==> src/rtl/usb_fs_transmitter_if.sv <==
// Byte handshake between a packet source and the full-speed USB transmitter.
interface usb_fs_transmitter_if;
  logic [7:0] txData;
  logic       txValid;
  logic       txLast;
  logic       txReady;

  modport master (output txData, output txValid, output txLast, input txReady);
  modport slave  (input txData, input txValid, input txLast, output txReady);
endinterface

==> src/rtl/usb_fs_transmitter.sv <==
// Full-speed USB transmit path: SYNC framing, LSB-first serialisation,
// bit stuffing, NRZI encoding, EOP and inter-packet gap.
module usb_fs_transmitter #(
  parameter int unsigned CLKS_PER_BIT = 10
) (
  input  logic                 useClk,
  input  logic                 rst,
  usb_fs_transmitter_if.slave  tx,
  output logic                 serialDataOut,
  output logic                 NotserialDataOut,
  output logic                 OE_TRANSMIT,
  output logic                 busy,
  output logic                 underrun
);

  localparam int unsigned DIV_W = (CLKS_PER_BIT > 1) ? $clog2(CLKS_PER_BIT) : 1;
  localparam logic [DIV_W-1:0] DIV_LAST = DIV_W'(CLKS_PER_BIT - 1);

  typedef enum logic [2:0] {
    S_IDLE,
    S_SYNC,
    S_DATA,
    S_STUFF,
    S_EOP_SE0,
    S_EOP_J,
    S_GAP
  } state_e;

  state_e           state_q, state_d;
  logic [DIV_W-1:0] div_q, div_d;
  logic [2:0]       bit_q, bit_d;
  logic [6:0]       sreg_q, sreg_d;      // remaining bits of the current byte
  logic             last_q, last_d;
  logic             stuff_bnd_q, stuff_bnd_d;
  logic [2:0]       ones_q, ones_d;
  logic             nrzi_q, nrzi_d;      // 1 = J, 0 = K
  logic             oe_q, oe_d;
  logic             busy_q, busy_d;
  logic             ready_q, ready_d;
  logic             underrun_q, underrun_d;
  logic             dp_q, dp_d;
  logic             dm_q, dm_d;

  logic             bit_end;
  logic             do_bnd;
  logic             do_start;
  logic             emit_en;
  logic             emit_bit;
  logic             se0;

  assign bit_end = (div_q == DIV_LAST);

  // Next-state, bit sequencing, stuffing and NRZI line computation
  always_comb begin
    state_d     = state_q;
    div_d       = div_q;
    bit_d       = bit_q;
    sreg_d      = sreg_q;
    last_d      = last_q;
    stuff_bnd_d = stuff_bnd_q;
    ones_d      = ones_q;
    nrzi_d      = nrzi_q;
    oe_d        = oe_q;
    busy_d      = busy_q;
    ready_d     = 1'b0;
    underrun_d  = 1'b0;
    do_bnd      = 1'b0;
    do_start    = 1'b0;
    emit_en     = 1'b0;
    emit_bit    = 1'b0;

    if (state_q != S_IDLE) begin
      div_d = bit_end ? '0 : div_q + DIV_W'(1);
    end

    case (state_q)
      S_IDLE: begin
        if (tx.txValid) do_start = 1'b1;
      end
      S_SYNC: begin
        if (bit_end) begin
          if (bit_q == 3'd7) begin
            do_bnd = 1'b1;
          end else begin
            bit_d    = bit_q + 3'd1;
            emit_en  = 1'b1;
            emit_bit = (bit_q == 3'd6);
          end
        end
      end
      S_DATA: begin
        if (bit_end) begin
          if (ones_q == 3'd6) begin
            state_d     = S_STUFF;
            stuff_bnd_d = (bit_q == 3'd7);
            emit_en     = 1'b1;
            emit_bit    = 1'b0;
          end else if (bit_q == 3'd7) begin
            do_bnd = 1'b1;
          end else begin
            bit_d    = bit_q + 3'd1;
            sreg_d   = {1'b0, sreg_q[6:1]};
            emit_en  = 1'b1;
            emit_bit = sreg_q[0];
          end
        end
      end
      S_STUFF: begin
        if (bit_end) begin
          if (stuff_bnd_q) begin
            do_bnd = 1'b1;
          end else begin
            state_d  = S_DATA;
            bit_d    = bit_q + 3'd1;
            sreg_d   = {1'b0, sreg_q[6:1]};
            emit_en  = 1'b1;
            emit_bit = sreg_q[0];
          end
        end
      end
      S_EOP_SE0: begin
        if (bit_end) begin
          if (bit_q == 3'd1) begin
            state_d = S_EOP_J;
            bit_d   = 3'd0;
            nrzi_d  = 1'b1;
          end else begin
            bit_d = bit_q + 3'd1;
          end
        end
      end
      S_EOP_J: begin
        if (bit_end) begin
          state_d = S_GAP;
          bit_d   = 3'd0;
          oe_d    = 1'b0;
        end
      end
      S_GAP: begin
        if (bit_end) begin
          if (bit_q == 3'd1) begin
            if (tx.txValid) begin
              do_start = 1'b1;
            end else begin
              state_d = S_IDLE;
              busy_d  = 1'b0;
            end
          end else begin
            bit_d = bit_q + 3'd1;
          end
        end
      end
      default: state_d = S_IDLE;
    endcase

    // Byte boundary: finish the packet, load the next byte, or flag underrun
    if (do_bnd) begin
      bit_d       = 3'd0;
      stuff_bnd_d = 1'b0;
      if (last_q) begin
        state_d = S_EOP_SE0;
      end else if (tx.txValid) begin
        state_d  = S_DATA;
        sreg_d   = tx.txData[7:1];
        last_d   = tx.txLast;
        ready_d  = 1'b1;
        emit_en  = 1'b1;
        emit_bit = tx.txData[0];
      end else begin
        state_d    = S_EOP_SE0;
        underrun_d = 1'b1;
      end
    end

    // Packet start drives the first SYNC bit on the same edge
    if (do_start) begin
      state_d     = S_SYNC;
      div_d       = '0;
      bit_d       = 3'd0;
      last_d      = 1'b0;
      stuff_bnd_d = 1'b0;
      oe_d        = 1'b1;
      busy_d      = 1'b1;
      emit_en     = 1'b1;
      emit_bit    = 1'b0;
    end

    // NRZI: a logical 0 toggles the line; consecutive 1s feed the stuff counter
    if (emit_en) begin
      if (!emit_bit) nrzi_d = ~nrzi_q;
      ones_d = emit_bit ? (ones_q + 3'd1) : 3'd0;
    end

    se0  = (state_d == S_EOP_SE0);
    dp_d = oe_d ? (se0 ? 1'b0 : nrzi_d)  : 1'b1;
    dm_d = oe_d ? (se0 ? 1'b0 : ~nrzi_d) : 1'b0;
  end

  // State and output registers with synchronous reset
  always_ff @(posedge useClk) begin
    if (rst) begin
      state_q     <= S_IDLE;
      div_q       <= '0;
      bit_q       <= 3'd0;
      sreg_q      <= 7'd0;
      last_q      <= 1'b0;
      stuff_bnd_q <= 1'b0;
      ones_q      <= 3'd0;
      nrzi_q      <= 1'b1;
      oe_q        <= 1'b0;
      busy_q      <= 1'b0;
      ready_q     <= 1'b0;
      underrun_q  <= 1'b0;
      dp_q        <= 1'b1;
      dm_q        <= 1'b0;
    end else begin
      state_q     <= state_d;
      div_q       <= div_d;
      bit_q       <= bit_d;
      sreg_q      <= sreg_d;
      last_q      <= last_d;
      stuff_bnd_q <= stuff_bnd_d;
      ones_q      <= ones_d;
      nrzi_q      <= nrzi_d;
      oe_q        <= oe_d;
      busy_q      <= busy_d;
      ready_q     <= ready_d;
      underrun_q  <= underrun_d;
      dp_q        <= dp_d;
      dm_q        <= dm_d;
    end
  end

  assign tx.txReady       = ready_q;
  assign serialDataOut    = dp_q;
  assign NotserialDataOut = dm_q;
  assign OE_TRANSMIT      = oe_q;
  assign busy             = busy_q;
  assign underrun         = underrun_q;

endmodule

==> src/flat_wrapper.sv <==
// flat-port wrapper written by rule: the top's interface ports become plain ports
module usb_fs_transmitter_flat 
#(
  parameter int unsigned CLKS_PER_BIT = 10
)
  (useClk, rst, serialDataOut, NotserialDataOut, OE_TRANSMIT, busy, underrun, tx_txData, tx_txValid, tx_txLast, tx_txReady);
  usb_fs_transmitter_if tx_i ();
  input  logic useClk;
  input  logic rst;
  output logic serialDataOut;
  output logic NotserialDataOut;
  output logic OE_TRANSMIT;
  output logic busy;
  output logic underrun;
  input wire logic [$bits(tx_i.txData)-1:0] tx_txData;
  input wire logic [$bits(tx_i.txValid)-1:0] tx_txValid;
  input wire logic [$bits(tx_i.txLast)-1:0] tx_txLast;
  output wire logic [$bits(tx_i.txReady)-1:0] tx_txReady;
  assign tx_i.txData = tx_txData;
  assign tx_i.txValid = tx_txValid;
  assign tx_i.txLast = tx_txLast;
  assign tx_txReady = tx_i.txReady;
  usb_fs_transmitter #(.CLKS_PER_BIT(CLKS_PER_BIT)) u_core (.useClk(useClk), .rst(rst), .tx(tx_i), .serialDataOut(serialDataOut), .NotserialDataOut(NotserialDataOut), .OE_TRANSMIT(OE_TRANSMIT), .busy(busy), .underrun(underrun));
endmodule
==> config.mk <==
export PLATFORM = sky130hd
export DESIGN_NAME = usb_fs_transmitter_flat
export DESIGN_NICKNAME = d
export VERILOG_FILES = /design/src/rtl/usb_fs_transmitter_if.sv /design/src/rtl/usb_fs_transmitter.sv /design/src/flat_wrapper.sv
export SDC_FILE = /design/constraint.sdc
export NUM_CORES = 1
export LEC_CHECK = 0
export BUFFER_PORTS_ARGS = -buffer_cell sky130_fd_sc_hd__buf_2
export CORE_MARGIN = 1
export CORE_UTILIZATION = 60
export CTS_BUF_LIST = sky130_fd_sc_hd__clkbuf_4
export CTS_CLUSTER_SIZE = 12
export DETAILED_ROUTE_END_ITERATION = 7
export GPL_ROUTABILITY_DRIVEN = 0
export PLACE_DENSITY = 0.84
export SYNTH_ARGS = -nofsm -noshare
export SYNTH_HDL_FRONTEND = slang
export SYNTH_SLANG_ARGS = --single-unit
export TNS_END_PERCENT = 20
==> constraint.sdc <==
create_clock -name useClk -period 2.4 [get_ports useClk]
set_input_delay 0.48 -clock useClk [delete_from_list [all_inputs] [get_ports useClk]]
set_output_delay 0.48 -clock useClk [all_outputs]
set_load 0.01 [all_outputs]
==> impl_metrics.toml, run 1 <==
[final_layout]
layout-area-overhead-vs-synth_pct = 11.48
final_layout_size_suffix_gt1_share_pct = 20.18
nFillCells = 190
antenna-diode-count = 0
layout.nets = 240

[drt]
detail_route.wl_per_cell_um = 15.26
route.antenna.remaining_nets = 0
route.detailed.drc = 0
via_count = 1550
drt_iter0_drc = 65
drt_first_pass_iters = 5
detail_route.vias_per_cell = 6.126
routed_wire_length_um = 3861

[synthesis]
synth_sequential_area_ratio_pct = 34.37
synth_area_um2 = 1689
synthesis.nets = 216
ys_top_cells_by_area = "dfxtp_1 34%, nor2_1 4.9%, mux2i_1 4.7%"
syn_avg_cell_area_um2 = 8.531
postSynth.topFlopCell = "dfxtp_1"
synthesis.instances = 198
netlist.area_leader.share_pct = 34.37
synth-edff-count = 0
synth_warnings = 0
yosys.cell_types.count = 50
async_flop_share_pct = 0
post-synth-top-area-cell = "dfxtp_1"
synth.ff_latch_count = 29

[run]
max-cap-violations = 0

[sta]
headroom_to_the_max_slew_limit_pct = 62.23
pins_over_their_slew_limit = 0
tightestPinTransition_ps = 561.4
final.period_utilization_pct = 96.34
unrepaired_setup_endpoints_after_global_routing = "no"
finalHoldViolations = 0
worst_clock_skew_ps = 6.511
setup-tns-final_ps = 0
setup_viol = 0
hold_slack_ps = 377.9
maxClockFrequency_mhz = 432.5
layout_min_cycle_time_ps = 2312

[place]
io_buffers = 17
dp_hpwl_um = 2917

[critical_path]
worst_ep_required_time_ps = 2600
sort_of_element_at_the_start_of_the_critical_path = "flip-flop"
critical_path.max_stage_delay_ps = 570
timing.critical_path.buf_inv = 1
critPathCaptureType = "flip-flop"
critPathMaxFanout = 7
worst_path_dominant_cell_family = "simple AND/OR/NAND/NOR gates"
crit_slowest_cell = "nor4_1"
crit_path_cell_trace = "inv_1 > ha_1 > nor2b_1 > a31oi_1 > nor2_1 > nor4_1 > o21ai_0"
worstPathArrival_ps = 2510
critical_setup_path_kind = "flip-flop to flip-flop"

[clocking]
clk-insertion-delay-late_ps = 330
clock_tree.buffer_depth = 2
htree_num_levels = 2
cts.sink_count = 29
tritoncts = "done"
cts_buffers = 5
clock_tree.root_cell = "clkbuf_4"
cts_hold_repair_buffers = 0
clk_transition_reported_paths_ps = 90

[global_routing]
antenna_found_initial = 0
vias_in_the_first_global_route = 1384
global_route.usage.total_pct = 29.22
grt_pass1_wl_um = 6120
aggregate_global_routing_overflow = 0
grt_max_degree = 19

[floorplanning]
design.die.area_um2 = 3032
dieHeight_um = 55.06
chipWidth_um = 55.06
floorplan.initialDensity_pct = 65.79
ioPinCount = 18
floorplan.core_area_um2 = 2567
std_cell_rows = 18

[min_path]
worst_hold_path_type = "input port to flip-flop"

[pwr]
power.static_leakage_nw = 0.7855
peakVddDrop_uv = 433.9
power.density_nw_per_um2 = 468.3

[run_status]
run_status = "completed"
## layer usage
layer  GRT usage [%]  routed length [µm]
met2           50.60                1917
met5               0                   0
met3           7.650                 215
met1           33.67                1677
met4           12.50                  50
## synthesized netlist by cell type, types with 5 or more instances
master and count:
a211oi_1 7, a21oi_1 13, clkbuf_1 6, dfxtp_1 29, ha_1 6, inv_1 7
mux2i_1 8, nand2_1 7, nand2b_1 5, nor2_1 22, nor2b_1 7, nor3_1 9
o21ai_0 13
## state kept, by name, indices dropped and copies added (netlist names), 3 cells and up
signal          flops
u_core.sreg_q       7
u_core.ones_q       3
u_core.div_q        4
u_core.bit_q        3
u_core.state_q      3
## placed cells by master (no fill, tap or decap), types with 2 or more instances in the layout
cell | Yosys | final
and2_1 | 3 | 3
nand4_1 | 2 | 2
inv_1 | 7 | 7
nor2b_1 | 7 | 7
a211oi_1 | 7 | 7
mux2i_1 | 8 | 8
a21oi_1 | 13 | 13
o21a_1 | 4 | 4
a21boi_0 | 3 | 3
buf_4 | 2 | 10
nor4_1 | 3 | 3
nand2_1 | 7 | 7
nor3_1 | 9 | 9
o31ai_1 | 4 | 4
o211a_1 | 2 | 2
nor3_2 | 3 | 3
o21ai_0 | 13 | 13
clkbuf_4 | 0 | 5
buf_2 | 1 | 17
clkinv_1 | 0 | 2
a31oi_1 | 3 | 3
mux2_2 | 2 | 2
or2_2 | 2 | 2
ha_1 | 6 | 6
nor2_1 | 22 | 22
dfxtp_1 | 29 | 29
a32oi_1 | 2 | 2
nand2b_1 | 5 | 5
## final timing paths
kind | cells past startpoint | slack, ps | endpoint | start
hold reg to reg | 1 | 480 | u_core.underrun | u_core.last_q
setup / recovery | 7 | 90 | u_core.nrzi_q | u_core.bit_q[1]
hold / removal | 3 | 380 | u_core.sreg_q[6] | tx_txData[7]
setup reg to reg | 7 | 90 | u_core.nrzi_q | u_core.bit_q[1]
## through the flow
stage	util [%]	instances	setup slack, ps	power (mW)	cell area, µm²
floorplan	-	198	436.1	0.5811	1689
global placement	70.52	242	354.8	0.6077	1810
detailed placement	70.52	242	179.5	0.6137	1810
CTS	72.47	250	143.4	0.8818	1861
global route	73.34	253	10.24	0.9177	1883
finish	73.34	253	87.92	0.8819	1883
## power breakdown
part / internal, mW / switching [mW]
clock: 0.106 / 0.171
combinational: 0.0425 / 0.0531
sequential: 0.495 / 0.0149
total: 0.643 / 0.239
## worst register-to-register path, stage by stage (launching register included)
cell,delay (ps)
dfxtp_1,390
inv_1,70
ha_1,200
nor2b_1,190
a31oi_1,400
nor2_1,210
nor4_1,570
o21ai_0,150
## cell type report
class / count / area [µm²] / area share (%)
sequential: 29 / 580.6 / 30.83
multi-input combinational: 152 / 1028 / 54.62
inverter: 7 / 26.28 / 1.395
timing repair buffer: 27 / 160.2 / 8.505
tap: 30 / 37.54 / 1.993
clock buffer: 5 / 37.54 / 1.993
clock inverter: 3 / 12.51 / 0.6645
## kinds of logic (layout without fill, tap and decap cells)
kind of cell	Yosys count	count (layout)	synth area share (%)
adder cells (fa/ha/maj)	6	6	4.444
multiplexers	10	10	6.074
AO/OA/AOI/OAI	60	60	23.85
flip-flops	29	29	34.37
XOR/XNOR	1	1	0.5186
buffers and inverters	17	42	4.740
AND/OR/NAND/NOR	75	75	26.00
## timing repair
item,4_1_cts,5_1_grt
endpoints found under the setup margin,0,1
gates resized for setup,0,0
setup buffers,0,3
Power figures use the tool's default switching activity.
==> inputs of run 2 (changes only) <==
--- a/config.mk
+++ b/config.mk
@@ -7,12 +7,12 @@
 export LEC_CHECK = 0
 export BUFFER_PORTS_ARGS = -buffer_cell sky130_fd_sc_hd__buf_2
 export CORE_MARGIN = 1
-export CORE_UTILIZATION = 60
-export CTS_BUF_LIST = sky130_fd_sc_hd__clkbuf_4
+export CORE_UTILIZATION = 58
+export CTS_BUF_LIST = sky130_fd_sc_hd__clkbuf_16
 export CTS_CLUSTER_SIZE = 12
 export DETAILED_ROUTE_END_ITERATION = 7
 export GPL_ROUTABILITY_DRIVEN = 0
-export PLACE_DENSITY = 0.84
+export PLACE_DENSITY = 0.82
 export SYNTH_ARGS = -nofsm -noshare
 export SYNTH_HDL_FRONTEND = slang
 export SYNTH_SLANG_ARGS = --single-unit
==> run 2 against run 1 <==
Effect of this change:
- setup slack gained 140 ps
- sequential cell count is the same
- sequential share of layout area shrank 1.6 points
- die area grew 3.3%
- via count grew 0.32%
- final cell count shrank 0.40%
- maximum frequency grew 6.2%
- clock skew is essentially flat
- largest cell class unchanged
- largest power group is now clock
- highest routed layer unchanged
==> impl_metrics.toml, run 2 (same netlist as run 1, synthesis figures left out) <==
[run]
max-cap-violations = 0

[drt]
drt_first_pass_iters = 4
detail_route.vias_per_cell = 6.171
route.detailed.drc = 0
drt_iter0_drc = 87
via_count = 1555
route.antenna.remaining_nets = 0
routed_wire_length_um = 3799
detail_route.wl_per_cell_um = 15.08

[floorplanning]
floorplan.core_area_um2 = 2758
dieHeight_um = 55.97
design.die.area_um2 = 3132
floorplan.initialDensity_pct = 61.25
chipWidth_um = 55.97
ioPinCount = 18
std_cell_rows = 19

[final_layout]
registers.top_by_ff_count = "u_core.sreg_q"
layout-area-overhead-vs-synth_pct = 17.56
final_cell_mix = "29 x dfxtp_1, 22 x nor2_1, 17 x buf_2, 13 x a21oi_1, 13 x o21ai_0"
final_layout_size_suffix_gt1_share_pct = 19.91
layout.nets = 238
layout_commonest_cell = "dfxtp_1"
antenna-diode-count = 0
nFillCells = 203
finish.utilization_pct = 72.01
final_area_um2 = 1986
largest_reg_flops = 7
largest_registers = "u_core.sreg_q: 7 flops, u_core.div_q: 4 flops"

[critical_path]
timing.rr.start = "u_core.bit_q[0]"
worst_ep_required_time_ps = 2550
crit_path_cell_trace = "ha_1 > ha_1 > a211oi_1 > o211a_1 > nor4b_2 > nor4_1 > o21ai_0"
sort_of_element_at_the_start_of_the_critical_path = "flip-flop"
critPathCaptureType = "flip-flop"
worstSetupStartpoint = "u_core.bit_q[0]"
worstRegToRegCells = 7
critical_setup_path_kind = "flip-flop to flip-flop"
critPathMostFrequentCell = "ha_1"
critPathMaxFanout = 7
crit-reg2reg-capture = "u_core.nrzi_q"
worstPathArrival_ps = 2320
critical_path.max_stage_delay_ps = 420
timing_endpoint_of_the_critical_path = "u_core.nrzi_q"
crit_slowest_cell = "nor4_1"
reg2reg_setup_slack_ps = 220

[sta]
headroom_to_the_max_slew_limit_pct = 49.29
tightestPinTransition_ps = 757.3
postLayoutSetupSlackWorst_ps = 223.6
maxClockFrequency_mhz = 459.5
layout_min_cycle_time_ps = 2176
pins_over_their_slew_limit = 0
final.period_utilization_pct = 90.68
worst_clock_skew_ps = 6.560
finalHoldViolations = 0
setup-tns-final_ps = 0
unrepaired_setup_endpoints_after_global_routing = "no"
setup_viol = 0

[global_routing]
grt_max_degree = 19
vias_in_the_first_global_route = 1492
aggregate_global_routing_overflow = 0
antenna_found_initial = 0
global_route.usage.total_pct = 26.24
grt_pass1_wl_um = 6444

[clocking]
cts_buffers = 5
clock_tree.buffer_depth = 2
clk-insertion-delay-late_ps = 270
postCtsSetupBuffers = 0
clk_transition_reported_paths_ps = 50
tritoncts = "done"
clock_tree.root_cell = "clkbuf_16"
htree_num_levels = 2
cts.sink_count = 29
cts_hold_repair_buffers = 0
ctsResizeCount = 0

[pwr]
fin_total_pwr_mw = 1.296
power.density_nw_per_um2 = 652.8
peakVddDrop_uv = 536.0
power.static_leakage_nw = 0.8259

[min_path]
hold_depth = 3
worst_hold_path_type = "input port to flip-flop"

[place]
pre_cts_ws_ps = 232.5
dp_hpwl_um = 2854
placed_cell_area_um2 = 1819
io_buffers = 17

[run_status]
run_status = "completed"
-- run 2: changes by cell type in the layout (fill, tap and decap cells not counted), sizes merged --
cell | before | now
clkinv | 3 | 1
bufinv | 0 | 1
clkinvlp | 0 | 1
buf | 27 | 25
-- run 2: power breakdown --
part | total (mW) | internal (mW) | switching [mW] | leakage (nW)
Clock | 0.692 | 0.484 | 0.208 | 0.0775
Combinational | 0.0943 | 0.0424 | 0.0519 | 0.513
Sequential | 0.510 | 0.496 | 0.0141 | 0.235
Total | 1.30 | 1.02 | 0.274 | 0.826
-- run 2: worst max-delay path, delay by kind of cell (launching register included) --
kind	cells	cell delay, ps
AND/OR/NAND/NOR	2	500
adder cells (fa/ha/maj)	2	500
flip-flops	1	340
AO/OA/AOI/OAI	3	720
-- run 2: how the worst min path moves through the flow --
| stage | from | end | slack (ps) |
|---|---|---|---|
| after floorplan | u_core.last_q | u_core.underrun | 430 |
| after global placement | u_core.last_q | u_core.underrun | 460 |
| after detailed placement | u_core.last_q | u_core.underrun | 450 |
| after CTS | tx_txValid | u_core.underrun | 450 |
| after global routing | tx_txLast | u_core.last_q | 470 |
| final | tx_txData[7] | u_core.sreg_q[6] | 450 |
-- run 2: final cells by class --
type / count / area (µm²) / share of cell area (%)
flip-flops and latches: 29 / 580.6 / 29.24
multi-input cells: 152 / 1028 / 51.80
repair buffers: 25 / 145.1 / 7.309
inverters: 7 / 26.28 / 1.323
clock buffers: 5 / 125.1 / 6.301
clock inverters: 3 / 41.29 / 2.079
well taps: 31 / 38.79 / 1.953
-- run 2: metal layers --
layer	vias to the layer above	track usage, %	part of all wire (%)
met5	-	0	0
met4	0	13.59	1.9
met3	10	5.814	5.3
met2	53	43.88	50
met1	718	31.42	42
li1	774	-	-
-- run 2: stage by stage --
| stage | cells | hold WS [ps] |
|---|---|---|
| after floorplan | 198 | 425.3 |
| after global placement | 244 | 461.9 |
| after detailed placement | 244 | 453.9 |
| after CTS | 252 | 445.7 |
| after global routing | 252 | 467.3 |
| final | 252 | 448.4 |
